### src/rtl/pipe_ctrl_pkg.sv
// Shared types for the pipeline hazard controller: FSM states, forward selects, shadow slots.
package pipe_ctrl_pkg;

    localparam int RF_ADDR_W = 5;

    typedef enum logic [1:0] {
        FILL = 2'd0,
        RUN  = 2'd1,
        TRAP = 2'd2
    } ctrl_state_e;

    typedef enum logic [1:0] {
        FWD_RF    = 2'b00,
        FWD_EXMEM = 2'b01,
        FWD_MEMWB = 2'b10
    } fwd_sel_e;

    localparam logic [3:0] EXC_INSTR_MISALIGNED = 4'd0;

    typedef struct packed {
        logic                 valid;
        logic [RF_ADDR_W-1:0] rd;
        logic                 is_load;
    } shadow_slot_t;

    // x0 is hardwired zero, so it never matches a producer.
    function automatic logic rs_hit(input logic use_rs, input logic [RF_ADDR_W-1:0] rs,
                                    input shadow_slot_t slot);
        return use_rs && (rs != '0) && slot.valid && (slot.rd == rs);
    endfunction

endpackage

### src/rtl/pipe_hazard_ctrl_scoreboard.sv
// Shadow EX/MEM/WB destination tracker: load-use detect (comb) and registered forward selects.
module pipe_scoreboard
    import pipe_ctrl_pkg::*;
(
    input  logic                 clk,
    input  logic                 rst,
    input  logic                 i_id_valid,
    input  logic [RF_ADDR_W-1:0] i_id_rs1,
    input  logic [RF_ADDR_W-1:0] i_id_rs2,
    input  logic                 i_id_use_rs1,
    input  logic                 i_id_use_rs2,
    input  logic [RF_ADDR_W-1:0] i_id_rd,
    input  logic                 i_id_wen,
    input  logic                 i_id_is_load,
    input  logic                 i_idex_flush,
    output logic                 o_load_use,
    output logic [1:0]           o_fwd_rs1_sel,
    output logic [1:0]           o_fwd_rs2_sel
);

    shadow_slot_t r_ex, r_mem, r_wb;
    shadow_slot_t w_id_entry;
    fwd_sel_e     r_fwd_rs1_sel, r_fwd_rs2_sel;
    fwd_sel_e     w_fwd_rs1_sel, w_fwd_rs2_sel;
    logic         w_use_rs1, w_use_rs2;
    logic         w_unused_wb;

    // Current EX producer lands in EX/MEM next cycle, current MEM producer in MEM/WB.
    function automatic fwd_sel_e pick_src(input logic use_rs, input logic [RF_ADDR_W-1:0] rs,
                                          input shadow_slot_t ex, input shadow_slot_t mem);
        if (rs_hit(use_rs, rs, ex))
            return FWD_EXMEM;
        else if (rs_hit(use_rs, rs, mem))
            return FWD_MEMWB;
        else
            return FWD_RF;
    endfunction

    assign w_use_rs1 = i_id_valid & i_id_use_rs1;
    assign w_use_rs2 = i_id_valid & i_id_use_rs2;

    assign w_id_entry.valid   = i_id_valid & i_id_wen & (i_id_rd != '0);
    assign w_id_entry.rd      = i_id_rd;
    assign w_id_entry.is_load = i_id_is_load;

    assign o_load_use = r_ex.is_load &
                        (rs_hit(w_use_rs1, i_id_rs1, r_ex) | rs_hit(w_use_rs2, i_id_rs2, r_ex));

    assign w_fwd_rs1_sel = pick_src(w_use_rs1, i_id_rs1, r_ex, r_mem);
    assign w_fwd_rs2_sel = pick_src(w_use_rs2, i_id_rs2, r_ex, r_mem);

    // WB slot is kept for debug visibility only; WB->ID reads use regfile write-through.
    assign w_unused_wb = ^r_wb;

    always_ff @(posedge clk) begin
        if (rst) begin
            r_ex          <= '0;
            r_mem         <= '0;
            r_wb          <= '0;
            r_fwd_rs1_sel <= FWD_RF;
            r_fwd_rs2_sel <= FWD_RF;
        end else begin
            r_wb          <= r_mem;
            r_mem         <= r_ex;
            r_ex          <= i_idex_flush ? shadow_slot_t'('0) : w_id_entry;
            r_fwd_rs1_sel <= i_idex_flush ? FWD_RF : w_fwd_rs1_sel;
            r_fwd_rs2_sel <= i_idex_flush ? FWD_RF : w_fwd_rs2_sel;
        end
    end

    assign o_fwd_rs1_sel = r_fwd_rs1_sel;
    assign o_fwd_rs2_sel = r_fwd_rs2_sel;

endmodule

### src/rtl/pipe_hazard_ctrl.sv
// Pipeline sequencer: owns fetch PC, FILL/RUN/TRAP FSM, stall/flush generation and misaligned-target trap.
module pipe_hazard_ctrl
    import pipe_ctrl_pkg::*;
#(
    parameter logic [63:0] RESET_PC       = 64'h0,
    parameter int          REG_ADDR_WIDTH = RF_ADDR_W
) (
    input  logic                      clk,
    input  logic                      rst,
    input  logic                      i_id_valid,
    input  logic [REG_ADDR_WIDTH-1:0] i_id_rs1,
    input  logic [REG_ADDR_WIDTH-1:0] i_id_rs2,
    input  logic                      i_id_use_rs1,
    input  logic                      i_id_use_rs2,
    input  logic [REG_ADDR_WIDTH-1:0] i_id_rd,
    input  logic                      i_id_wen,
    input  logic                      i_id_is_load,
    input  logic                      i_ex_redirect,
    input  logic [63:0]               i_ex_target,
    input  logic [63:0]               i_ex_pc,
    output logic [63:0]               o_pc,
    output logic                      o_ifid_stall,
    output logic                      o_ifid_flush,
    output logic                      o_idex_flush,
    output logic [1:0]                o_fwd_rs1_sel,
    output logic [1:0]                o_fwd_rs2_sel,
    output logic                      o_exc_valid,
    output logic [3:0]                o_exc_cause,
    output logic [63:0]               o_exc_epc,
    output logic                      o_halted
);

    ctrl_state_e r_state, w_state_nxt;
    logic [63:0] r_pc, w_pc_nxt;
    logic        r_exc_valid;
    logic [3:0]  r_exc_cause;
    logic [63:0] r_exc_epc;
    logic        w_load_use, w_misalign, w_trap_take;

    pipe_scoreboard u_scoreboard (
        .clk           (clk),
        .rst           (rst),
        .i_id_valid    (i_id_valid),
        .i_id_rs1      (i_id_rs1),
        .i_id_rs2      (i_id_rs2),
        .i_id_use_rs1  (i_id_use_rs1),
        .i_id_use_rs2  (i_id_use_rs2),
        .i_id_rd       (i_id_rd),
        .i_id_wen      (i_id_wen),
        .i_id_is_load  (i_id_is_load),
        .i_idex_flush  (o_idex_flush),
        .o_load_use    (w_load_use),
        .o_fwd_rs1_sel (o_fwd_rs1_sel),
        .o_fwd_rs2_sel (o_fwd_rs2_sel)
    );

    assign w_misalign = i_ex_redirect & (i_ex_target[1:0] != 2'b00);

    always_comb begin
        o_ifid_stall = 1'b0;
        o_ifid_flush = 1'b0;
        o_idex_flush = 1'b0;
        w_trap_take  = 1'b0;
        w_pc_nxt     = r_pc;
        w_state_nxt  = r_state;
        case (r_state)
            // First imem read is still in flight; whatever sits in IF/ID is stale.
            FILL: begin
                o_ifid_flush = 1'b1;
                w_pc_nxt     = r_pc + 64'd4;
                w_state_nxt  = RUN;
            end
            RUN: begin
                if (i_ex_redirect) begin
                    o_ifid_flush = 1'b1;
                    o_idex_flush = 1'b1;
                    if (w_misalign) begin
                        w_trap_take = 1'b1;
                        w_state_nxt = TRAP;
                    end else begin
                        w_pc_nxt = i_ex_target;
                    end
                end else if (w_load_use) begin
                    o_ifid_stall = 1'b1;
                    o_idex_flush = 1'b1;
                end else begin
                    w_pc_nxt = r_pc + 64'd4;
                end
            end
            TRAP: begin
                o_ifid_flush = 1'b1;
                o_idex_flush = 1'b1;
            end
            default: w_state_nxt = FILL;
        endcase
    end

    always_ff @(posedge clk) begin
        if (rst) begin
            r_state     <= FILL;
            r_pc        <= RESET_PC;
            r_exc_valid <= 1'b0;
            r_exc_cause <= 4'd0;
            r_exc_epc   <= 64'd0;
        end else begin
            r_state     <= w_state_nxt;
            r_pc        <= w_pc_nxt;
            r_exc_valid <= w_trap_take;
            if (w_trap_take) begin
                r_exc_cause <= EXC_INSTR_MISALIGNED;
                r_exc_epc   <= i_ex_pc;
            end
        end
    end

    assign o_pc        = r_pc;
    assign o_exc_valid = r_exc_valid;
    assign o_exc_cause = r_exc_cause;
    assign o_exc_epc   = r_exc_epc;
    assign o_halted    = (r_state == TRAP);

endmodule

### config.mk
export PLATFORM = sky130hd
export DESIGN_NAME = pipe_hazard_ctrl
export DESIGN_NICKNAME = d
export VERILOG_FILES = /design/src/rtl/pipe_ctrl_pkg.sv /design/src/rtl/pipe_hazard_ctrl_scoreboard.sv /design/src/rtl/pipe_hazard_ctrl.sv
export SDC_FILE = /design/constraint.sdc
export NUM_CORES = 1
export LEC_CHECK = 0
export ABC_CLOCK_PERIOD_IN_PS = 3200
export CORE_MARGIN = 5
export CORE_UTILIZATION = 45
export CTS_CLUSTER_DIAMETER = 200
export DETAILED_ROUTE_END_ITERATION = 12
export PLACE_DENSITY_LB_ADDON = 0.15
export SLEW_MARGIN = 20
export SYNTH_ARGS = -nofsm -noshare
export SYNTH_HDL_FRONTEND = slang
export SYNTH_HIERARCHICAL = 1
export SYNTH_SLANG_ARGS = --single-unit
### constraint.sdc
create_clock -name clk -period 3.2 [get_ports clk]
set_clock_uncertainty 0.05 [all_clocks]
set_input_delay 0.48 -clock clk [delete_from_list [all_inputs] [get_ports clk]]
set_output_delay 0.48 -clock clk [all_outputs]
set_load 0.01 [all_outputs]
==> flow_metrics.tcl <==
set metrics [dict create \
    drv_slew 0 \
    startpoint_type "input port" \
    yosysTopAreaCellShare 0.392 \
    drt_first_pass_iters 5 \
    crit_path_end_kind "output pin" \
    critPathLaunch "i_id_rs2[1]" \
    maxCapViolCount 0 \
    synthTopCellsByCount "202 x nand2_1, 148 x dfxtp_1, 100 x a21oi_1, 59 x clkbuf_1, 57 x nor2_1" \
    cp_top_family "buffers and inverters" \
    seqPwrFrac 0.332 \
    intPower_mw 4.67 \
    area_delta_synth_final_pct 52.5 \
    muxShareOfSynthArea 0.00679 \
    rsz0062_at_grt "no" \
    setup-violations-final 0 \
    p_comb_frac 0.414 \
    grt_pass1_vias 8135 \
    critPathRequiredTime_ns 2.67 \
    core-area_um2 16500 \
    diodes 0 \
    postRouteWirelength_mm 27.1 \
    grt_pass1_wl_mm 42.7 \
    h-tree-depth 4 \
    cts_sinks 148 \
    syn_area_per_cell_um2 7.67 \
    synth_edf_count 0 \
    crit_chain "clkdlybuf4s50_1 -> or4_4 -> o21ai_2 -> nor3_1 -> o21a_1 -> o21ai_2 -> a21boi_2 -> dlygate4sd2_1" \
    fin_nets 1440 \
    clk_latency_ns 0.42 \
    synth-xor-area-share 0.0232 \
    synth_top_family_by_area "simple AND/OR/NAND/NOR gates" \
    dpl.hpwl_mm 20.1 \
    synth_area_um2 7560 \
    synthCells 985 \
    vias 8584 \
    clock_power_share 0.253 \
    cp.arrival_ns 2.50 \
    fmax_ghz 0.330 \
    fin_crit_sh 0.946 \
    clk_path_buf_depth 2 \
    cp_slowest_stage_delay_ns 0.54 \
    vias_per_cell 5.66 \
    path_depth 8 \
    ant_nets 0 \
    synth-warning-count 6 \
    path_buf_inv 2 \
    worst_slew_pin_slew_ns 0.897 \
    leakagePower_nw 3.91 \
    ys_seq_area_frac 0.392 \
    wl_per_cell_um 17.9 \
    synth-simple-area-share 0.300 \
    clk_pin_slew_ns 0.06 \
    worstSetupEndpoint "o_idex_flush" \
    cpMostUsedCell "o21ai_2" \
    synth_most_common_cell "nand2_1" \
    die_h_um 140 \
    worstSetupPathType "input port to output pin" \
    grt_overflow 0 \
    synth_area_leaders "dfxtp_1 39%, nand2_1 10%, a21oi_1 6.6%" \
    r2r-start "o_pc[44]" \
    crit_fanout 3 \
    gp_congestion 0.917 \
    placementRows 47 \
    grt_usage 0.266 \
    start_util 0.457 \
    grt_max_degree 76 \
    io_buffers 287 \
    hold_viol_final 0 \
    drive_gt1_frac 0.0941 \
    regToRegEndpoint "o_pc[55]" \
    total_power_mw 7.45 \
    async_reset_ff_frac 0 \
    cts_tree "done" \
    die_w_um 140 \
    synth_compound_area_frac 0.224 \
    hold_class "input port to register" \
    synth_top_area_cell "dfxtp_1" \
    drc 0 \
    drt_iter0_markers 648 \
    power.switching_mw 2.78 \
    ir_worst_vdd_mv 0.404 \
    ios 292 \
    reg2reg_slack_ns 0.43 \
    cts_root_buf "clkbuf_16" \
    status "finished clean" \
    synthFlopType "dfxtp_1" \
    r2r_cells 6 \
    swShare 0.374 \
    cp_slowest_cell "or4_4" \
    cts_buffers 17 \
    relSlewSlack 0.400 \
    yosys.cell_types.count 72 \
    synthAdderAreaFrac 0.00993 \
    synth-seq-cells 148 \
    dieArea_um2 19500 \
    antenna_found_initial 0 \
    finalSetupTns_ns 0 \
    power_density_nw_per_um2 647 \
    layout_min_cycle_time_ns 3.03 \
]
final cells by class:
type	instances	area, um^2
flip-flops and latches	148	2960
well taps	220	275
clock buffers	18	439
multi-input cells	757	4330
fillers	1408	5000
inverters	14	52.6
clock inverters	14	113
repair buffers	345	3350
worst min-delay path by stage:
stage,start,end,slack (ns),depth (start not counted)
after global placement,o_exc_epc[22],o_exc_epc[22],0.39,2
after global routing,rst,u_scoreboard/r_mem[1],0.37,2
after floorplan,u_scoreboard/r_ex[6],u_scoreboard/r_mem[6],0.41,1
after CTS,rst,u_scoreboard/r_mem[6],0.35,2
final,rst,u_scoreboard/r_mem[1],0.37,2
after detailed placement,o_exc_epc[49],o_exc_epc[49],0.40,2
metal layers:
metal  up-vias  GRT usage  wire length (um)
li1       4175          -                 -
met2       414      0.440             12800
met5         -          0                 0
met3        55     0.0899              2860
met1      3940      0.325             10900
met4         0     0.0908               591
worst reg2reg max path: stages (launching register included):
cell and delay (ns):
dfxtp_1 0.49, nand4_1 0.39, nor4_1 0.61, nand4_1 0.21, buf_4 0.22, or4_1 0.51, a31oi_1 0.21
timing repair:
item / in CTS / in global routing
gates resized for setup: 7 / 1
setup buffers: 0 / 0
pin swaps: 1 / 0
hold buffers: 0 / 0
endpoints found under the setup margin: 2 / 1
state kept, by name, summed over array words and instances, names as in the netlist:
name / count
u_scoreboard/r_ex: 7
u_scoreboard/o_fwd_rs2_sel: 2
o_exc_valid: 1
o_pc: 64
o_exc_epc: 64
u_scoreboard/o_fwd_rs1_sel: 2
u_scoreboard/r_mem: 6
r_state: 2
power by group through the flow:
| stage | clock, mW | sequential [mW] | combinational [mW] |
|---|---|---|---|
| after floorplan | 0 | 2.53 | 1.40 |
| after global placement | 0 | 2.50 | 3.03 |
| after detailed placement | 0 | 2.51 | 3.05 |
| after CTS | 1.92 | 2.47 | 3.08 |
| after global routing | 1.99 | 2.52 | 3.34 |
| final | 1.89 | 2.48 | 3.09 |
metrics by stage:
step           setup WS (ns)  std cells  cell area, um^2   util  hold WS (ns)
2_1_floorplan          0.231        988             7570      -         0.407
4_1_cts                0.167       1516            11500  0.697         0.349
3_3_place_gp          -0.113       1484            11000  0.663         0.391
3_5_place_dp          -0.244       1484            11000  0.663         0.396
6_report               0.172       1516            11500  0.697         0.370
5_1_grt               0.0355       1516            11500  0.697         0.369
cells in the final DEF, fill, tap and decap left out, types with 4 or more instances in the layout:
cell	Yosys	routed
a22oi_1	13	13
buf_12	0	4
nor2b_1	7	7
nor2_1	57	56
or2_2	4	4
nor4_1	8	8
nand3_1	39	39
o31ai_1	10	10
and3_1	20	20
or3_1	5	5
o211ai_1	16	16
nand2_1	202	201
xor2_1	6	6
and2_1	16	15
buf_4	4	55
inv_6	0	8
a221oi_1	4	4
a21oi_1	100	100
o21ai_0	34	32
o2bb2ai_1	4	4
inv_1	14	14
or4_1	18	18
o22ai_1	5	4
nand4_1	32	32
clkbuf_16	0	17
a21o_1	10	10
a211oi_1	6	6
xnor2_1	14	14
clkdlybuf4s50_1	0	284
conb_1	1	4
dfxtp_1	148	148
and4_1	4	4
mux2i_1	4	4
nor4_2	4	4
a31oi_1	22	22
nor3_1	20	19
o311ai_0	6	6
ha_1	6	6
cell families after synthesis:
family	after synthesis
and+or+nand+nor	456
AOI/OAI and AO/OA	266
DFF	148
buffers and inverters	83
xor gates and xnor gates	20
adders and majority gates	6
muxes	5
other	1
Power figures use the tool's default switching activity.
